File: src/rtl/crop_pkg.sv
// Shared definitions for the crop-stage configuration scheduler: shadow bank
// addresses, scheduler states, the crop window record and stream bit indices.
package crop_pkg;

   // Shadow register bank addresses; address 7 is reserved.
   localparam logic [2:0] ADDR_CTRL  = 3'd0;
   localparam logic [2:0] ADDR_IN_X  = 3'd1;
   localparam logic [2:0] ADDR_IN_Y  = 3'd2;
   localparam logic [2:0] ADDR_OFF_X = 3'd3;
   localparam logic [2:0] ADDR_OFF_Y = 3'd4;
   localparam logic [2:0] ADDR_OUT_X = 3'd5;
   localparam logic [2:0] ADDR_OUT_Y = 3'd6;

   // Frame-start flag within the stream user field, crop enable within ctrl.
   localparam int FS_BIT      = 1;
   localparam int CROP_EN_BIT = 7;

   typedef enum logic {
      IDLE,
      ARMED
   } state_t;

   typedef struct packed {
      logic [15:0] in_x;
      logic [15:0] in_y;
      logic [15:0] off_x;
      logic [15:0] off_y;
      logic [15:0] out_x;
      logic [15:0] out_y;
   } crop_win_t;

   function automatic logic [16:0] min17(input logic [16:0] a, input logic [16:0] b);
      return (a < b) ? a : b;
   endfunction

endpackage

File: src/rtl/crop_win_clamp.sv
// Combinational crop window clamp: fits the requested crop size inside the
// input frame after the offset. An offset outside the frame disables the crop.
module crop_win_clamp
   import crop_pkg::*;
(
   input  crop_win_t win,
   output crop_win_t clamped,
   output logic      clamp_flag,
   output logic      disable_flag
);

   logic [16:0] rem_x, rem_y;
   logic [16:0] want_x, want_y;
   logic [16:0] fit_x, fit_y;

   // Compute remaining room per axis and the fitted crop size (17-bit, no wrap).
   always_comb begin
      // NOTE: every output of a combinational block gets a default first so no latch is inferred.
      clamped      = win;
      clamp_flag   = 1'b0;
      disable_flag = 1'b0;

      rem_x  = {1'b0, win.in_x} - {1'b0, win.off_x};
      rem_y  = {1'b0, win.in_y} - {1'b0, win.off_y};
      // A requested size of zero means "whatever is left after the offset".
      want_x = (win.out_x == 16'd0) ? rem_x : {1'b0, win.out_x};
      want_y = (win.out_y == 16'd0) ? rem_y : {1'b0, win.out_y};
      fit_x  = min17(want_x, rem_x);
      fit_y  = min17(want_y, rem_y);

      if (({1'b0, win.off_x} >= {1'b0, win.in_x}) || ({1'b0, win.off_y} >= {1'b0, win.in_y})) begin
         disable_flag  = 1'b1;
         clamp_flag    = 1'b1;
         clamped.out_x = 16'd0;
         clamped.out_y = 16'd0;
      end else begin
         clamped.out_x = fit_x[15:0];
         clamped.out_y = fit_y[15:0];
         clamp_flag    = (fit_x != {1'b0, win.out_x}) || (fit_y != {1'b0, win.out_y});
      end
   end

endmodule

File: src/rtl/crop_cfg_sched.sv
// Frame-synchronous configuration scheduler for the ISP crop stage. The host
// fills a shadow bank and commits; the clamped window is applied on a chosen
// frame start so the crop never changes mid-frame.
// Optional: define CROP_CFG_TIMEOUT_EN to force an apply after TIMEOUT cycles
// in ARMED without a frame start.
module crop_cfg_sched
   import crop_pkg::*;
#(
   parameter logic [15:0] DEF_IN_X = 16'd1920,
   parameter logic [15:0] DEF_IN_Y = 16'd1080,
   parameter logic [23:0] TIMEOUT  = 24'd8000000
) (
   input  logic        clk,
   input  logic        reset,
   input  logic        cfg_wr_en,
   input  logic [2:0]  cfg_addr,
   input  logic [15:0] cfg_wr_data,
   input  logic        cfg_commit,
   input  logic [3:0]  cfg_skip,
   input  logic        cfg_err_clr,
   output logic        cfg_busy,
   output logic        cfg_applied,
   output logic [1:0]  cfg_error,
   input  logic        mon_valid,
   input  logic        mon_ready,
   input  logic [7:0]  mon_user,
   output logic [15:0] frame_cnt,
   output logic [15:0] isp_ctrl,
   output logic [15:0] isp_in_pixel_x,
   output logic [15:0] isp_in_pixel_y,
   output logic [15:0] isp_out_offset_x,
   output logic [15:0] isp_out_offset_y,
   output logic [15:0] isp_out_pixel_x,
   output logic [15:0] isp_out_pixel_y
);

   localparam crop_win_t DEF_WIN = '{DEF_IN_X, DEF_IN_Y, 16'd0, 16'd0, DEF_IN_X, DEF_IN_Y};

   state_t      state;
   logic [3:0]  skip_cnt;
   logic [15:0] sh_ctrl;
   crop_win_t   sh_win;
   logic [15:0] act_ctrl;
   crop_win_t   act_win;
   crop_win_t   clamped_win;
   logic        win_clamped;
   logic        win_disabled;
   logic        fs;
   logic        timeout_hit;
   logic        do_apply;
   logic [1:0]  err_set;
   logic        unused_user;

   assign fs          = mon_valid & mon_ready & mon_user[FS_BIT];
   assign unused_user = ^{mon_user[7:2], mon_user[0]};

`ifdef CROP_CFG_TIMEOUT_EN
   logic [23:0] to_cnt;

   // Count ARMED cycles since entry or the last frame start.
   always_ff @(posedge clk) begin
      if (reset) begin
         to_cnt <= 24'd0;
      end else if ((state == IDLE) || fs) begin
         to_cnt <= 24'd0;
      end else begin
         to_cnt <= to_cnt + 24'd1;
      end
   end

   assign timeout_hit = (state == ARMED) && !fs && (to_cnt == TIMEOUT - 24'd1);
`else
   assign timeout_hit = 1'b0;
`endif

   assign do_apply = (state == ARMED) && ((fs && (skip_cnt == 4'd0)) || timeout_hit);
   assign err_set  = {(state == ARMED) && (cfg_wr_en || cfg_commit), do_apply && win_clamped};

   crop_win_clamp u_clamp (
      .win          (sh_win),
      .clamped      (clamped_win),
      .clamp_flag   (win_clamped),
      .disable_flag (win_disabled)
   );

   // Shadow bank: host writes land only while no commit is pending.
   always_ff @(posedge clk) begin
      // NOTE: sequential state uses non-blocking assignments so every register samples pre-edge values.
      if (reset) begin
         sh_ctrl <= 16'd0;
         sh_win  <= DEF_WIN;
      end else if ((state == IDLE) && cfg_wr_en) begin
         case (cfg_addr)
            ADDR_CTRL:  sh_ctrl      <= cfg_wr_data;
            ADDR_IN_X:  sh_win.in_x  <= cfg_wr_data;
            ADDR_IN_Y:  sh_win.in_y  <= cfg_wr_data;
            ADDR_OFF_X: sh_win.off_x <= cfg_wr_data;
            ADDR_OFF_Y: sh_win.off_y <= cfg_wr_data;
            ADDR_OUT_X: sh_win.out_x <= cfg_wr_data;
            ADDR_OUT_Y: sh_win.out_y <= cfg_wr_data;
            default:    ;
         endcase
      end
   end

   // Accepted frame starts, counted in every state; wraps naturally.
   always_ff @(posedge clk) begin
      if (reset) begin
         frame_cnt <= 16'd0;
      end else if (fs) begin
         frame_cnt <= frame_cnt + 16'd1;
      end
   end

   // Scheduler FSM with registered apply, pulse and sticky error flags.
   always_ff @(posedge clk) begin
      if (reset) begin
         state       <= IDLE;
         skip_cnt    <= 4'd0;
         act_ctrl    <= 16'd0;
         act_win     <= DEF_WIN;
         cfg_applied <= 1'b0;
         cfg_error   <= 2'b00;
      end else begin
         cfg_applied <= do_apply;
         // A set event in the same cycle as a clear wins.
         cfg_error   <= (cfg_err_clr ? 2'b00 : cfg_error) | err_set;

         if (do_apply) begin
            act_ctrl <= sh_ctrl;
            if (win_disabled) begin
               act_ctrl[CROP_EN_BIT] <= 1'b0;
            end
            act_win <= clamped_win;
         end

         case (state)
            IDLE: begin
               if (cfg_commit) begin
                  skip_cnt <= cfg_skip;
                  state    <= ARMED;
               end
            end
            ARMED: begin
               if (do_apply) begin
                  state <= IDLE;
               end else if (fs && (skip_cnt != 4'd0)) begin
                  skip_cnt <= skip_cnt - 4'd1;
               end
            end
            default: state <= IDLE;
         endcase
      end
   end

   assign cfg_busy         = (state == ARMED);
   assign isp_ctrl         = act_ctrl;
   assign isp_in_pixel_x   = act_win.in_x;
   assign isp_in_pixel_y   = act_win.in_y;
   assign isp_out_offset_x = act_win.off_x;
   assign isp_out_offset_y = act_win.off_y;
   assign isp_out_pixel_x  = act_win.out_x;
   assign isp_out_pixel_y  = act_win.out_y;

endmodule

File: config.mk
export PLATFORM = sky130hd
export DESIGN_NAME = crop_cfg_sched
export DESIGN_NICKNAME = d
export VERILOG_FILES = /design/src/rtl/crop_pkg.sv /design/src/rtl/crop_win_clamp.sv /design/src/rtl/crop_cfg_sched.sv
export SDC_FILE = /design/constraint.sdc
export NUM_CORES = 1
export LEC_CHECK = 0
export BUFFER_PORTS_ARGS = -buffer_cell sky130_fd_sc_hd__buf_2
export CORE_ASPECT_RATIO = 1.4
export CORE_MARGIN = 5
export CORE_UTILIZATION = 58
export CTS_CLUSTER_SIZE = 12
export DETAILED_ROUTE_END_ITERATION = 10
export PLACE_DENSITY = 0.79
export SETUP_SLACK_MARGIN = 0.15
export SLEW_MARGIN = 10
export SYNTH_ARGS = -nofsm -noshare
export SYNTH_HDL_FRONTEND = slang
export SYNTH_SLANG_ARGS = --single-unit
export TNS_END_PERCENT = 50
File: constraint.sdc
create_clock -name clk -period 5.05 [get_ports clk]
set_clock_uncertainty 0.1 [all_clocks]
set_input_delay 0.505 -clock clk [delete_from_list [all_inputs] [get_ports clk]]
set_output_delay 0.505 -clock clk [all_outputs]
set_load 0.02 [all_outputs]
==> summary.txt <==
Syn Area/Cell = 7.89 µm²
gpl congestion = 0.975
CP Max Fanout = 9
DP Cell Count = 1,990
H-Tree Depth = 1
Cell Area, Synth = 12,700 µm²
DRC violations left = 0
drt first pass iters = 5
power per cell area = 307 nW/µm²
CTS Buf Count = 25
top cell type's share of synthesized area = 39.1%
setup violators final = 0
placed cell area = 13,600 µm²
Starting Density = 58.5%
Clock Sinks = 248
# diodes = 0
MaxCap Viol Count = 0
share of layout cells above drive strength 1 = 14.5%
first-pass GRT wire length = 59.9 mm
Peak VDD IR = 0.302 mV
detailed-route via count = 11,783
routed wire length per instance = 18.8 µm
Setup WS post-layout = 427 ps
type of the worst min-delay path = in2reg
DP Worst Slack = 379 ps
Worst-Skew Late Latency = 540 ps
fin area = 14,300 µm²
HPWL Detailed = 27.5 mm
CP startpoint kind = flip-flop
# rows = 64
non-filler cells, final = 2,023
clock-pin transition on the worst setup and hold timing paths = 60 ps
CTS max path bufs = 3
Total Power = 4.39 mW
die height = 185 µm
num ports = 170
Setup crit end kind = flip-flop
die width = 135 µm
total core area = 21,700 µm²
Slew Limit Fails = 0
EDFF count, synth = 0
WP data required = 5420 ps
synth unique cells = 92
RSZ-0062 raised after global routing = no
Max Freq = 216 MHz
Setup CP Type = reg2reg
grt total ovfl = 0
Worst slew margin = 32.6%
register bit total from synthesis = 248
sequential share of the synthesized area = 39.1%
CTS tree = yes
IO Port Bufs = 162
Antenna Violating Nets Remaining = 0
leakage dissipation = 5.86 nW
root buf cell = clkbuf_16
post-route minimum period = 4620 ps
vias in the first global route = 11,649
asr flop ratio synth = 0%
Post-Route Setup TNS = 0 ps
Syn-to-layout area delta = 12.5%
commonest register cell after synthesis = dfxtp_1
post-synth top area cell = dfxtp_1
status = finished, final reports clean
Worst-Margin Slew = 1010 ps
yosys warns = 0
Worst Path Arrival = 4990 ps
vias per inst = 5.82
initial antenna violation count = 0
final worst-path cycle share = 91.5%
Synth area leaders = dfxtp_1, nand2_1, a21oi_1
Die Area = 25,000 µm²
post-synthesis net count = 1,714
fin nets = 1,824
Post-Route WL = 37.9 mm
Post-CTS Setup Bufs = 0
Syn Inst Count = 1,610
pin count of the biggest net entering global routing = 90
total track usage = 29.8%
DR iter-0 viols = 738
Hold Violations, Final = 0
[sequential cells by signal (all words and copies together) (netlist names)]
signal and count:
sh_win 96, frame_cnt 16, isp_ctrl 16, isp_in_pixel_x 16, isp_in_pixel_y 16, isp_out_offset_x 16
isp_out_offset_y 16, isp_out_pixel_x 16, isp_out_pixel_y 16, sh_ctrl 16, skip_cnt 4, cfg_error 2
cfg_applied 1, cfg_busy 1
[stage by stage]
step                      hold slack (ps)  utilization [%]
after floorplan                       332                -
after global placement                332             62.5
after detailed placement              340             62.5
after CTS                             109             65.7
after global routing                  136             65.8
final                                 113             65.8
[worst paths after layout]
check / cells after the start / slack [ps] / from / to
setup / recovery: 18 / 430 / sh_win[64] / isp_out_pixel_y[13]
hold reg to reg: 2 / 350 / isp_out_pixel_x[15] / isp_out_pixel_x[15]
setup reg to reg: 18 / 430 / sh_win[64] / isp_out_pixel_y[13]
hold / removal: 2 / 110 / cfg_commit / cfg_busy
[cells in the final DEF, fill, tap and decap left out, drive strengths merged, types with 8 or more instances in the layout]
cell    instances
clkbuf         29
a22oi           8
buf           176
nand2         423
o21a           11
or3             9
o211ai         19
xor2           20
ha             64
o21ai          42
nand4          15
nor2           85
mux2i          24
a211oi         11
inv            73
nand3b         27
nand3          11
o21bai         16
nor3           11
a21o           29
dfxtp         248
nor4           13
a21oi         218
xnor2          31
[layout make-up]
| class | count | area (µm²) |
|---|---|---|
| fillers | 1913 | 7420 |
| multi-input cells | 1197 | 7070 |
| flip-flops and latches | 248 | 4960 |
| repair buffers | 176 | 922 |
| clock buffers | 29 | 651 |
| well taps | 297 | 372 |
| inverters | 72 | 270 |
| clock inverters | 4 | 37.5 |
[where the power goes]
| group | switching, mW | internal (mW) |
|---|---|---|
| clock network | 0.769 | 0.908 |
| logic | 0.442 | 0.263 |
| registers | 0.0263 | 1.98 |
| total | 1.24 | 3.15 |
[worst max-delay path: stages, from the launching register on]
cell	delay, ps
dfxtp_1	320
inv_1	100
ha_1	160
inv_1	50
fa_1	400
a211oi_2	270
o211ai_1	170
a31oi_1	360
xnor2_1	240
a21o_1	240
ha_1	310
a221oi_1	250
o21ai_0	120
nor4_1	250
a211oi_1	150
o32a_1	210
or2_1	350
mux2_1	370
o21ai_1	110
[cell usage after synthesis (11+ instances only)]
master and n:
mux2i_1 24, inv_1 72, clkbuf_1 73, nand3b_1 27, nand2_1 423, o211ai_1 18, dfxtp_1 248, ha_1 64
a21o_1 26, xor2_1 19, nor4_1 13, xnor2_1 30, nor3_1 11, nand4_1 14, a21oi_1 214, nor2_1 84
o21ai_0 36, o21a_1 11, nand3_1 11, o21bai_1 16
[cell families after synthesis]
family / Yosys count / synth area share, %
DFF: 248 / 39.1
and+or+nand+nor: 641 / 22.1
xor gates and xnor gates: 54 / 4.27
buffers and inverters: 165 / 5.58
AOI/OAI and AO/OA: 409 / 20.2
muxes: 27 / 2.16
adders and majority gates: 66 / 6.62
[layer usage]
metal | track usage [%] | vias to the layer above | wire, µm
li1 | - | 5709 | -
met1 | 33.8 | 5578 | 14500
met2 | 55.1 | 392 | 19500
met3 | 4.59 | 104 | 2130
met4 | 13.1 | 0 | 1760
met5 | 0 | - | 0
[repair_timing]
action | 4_1_cts | 5_1_grt
endpoints found under the setup margin | 0 | 14
hold buffers | 0 | 0
gates resized for setup | 0 | 5
Power figures use the tool's default switching activity.
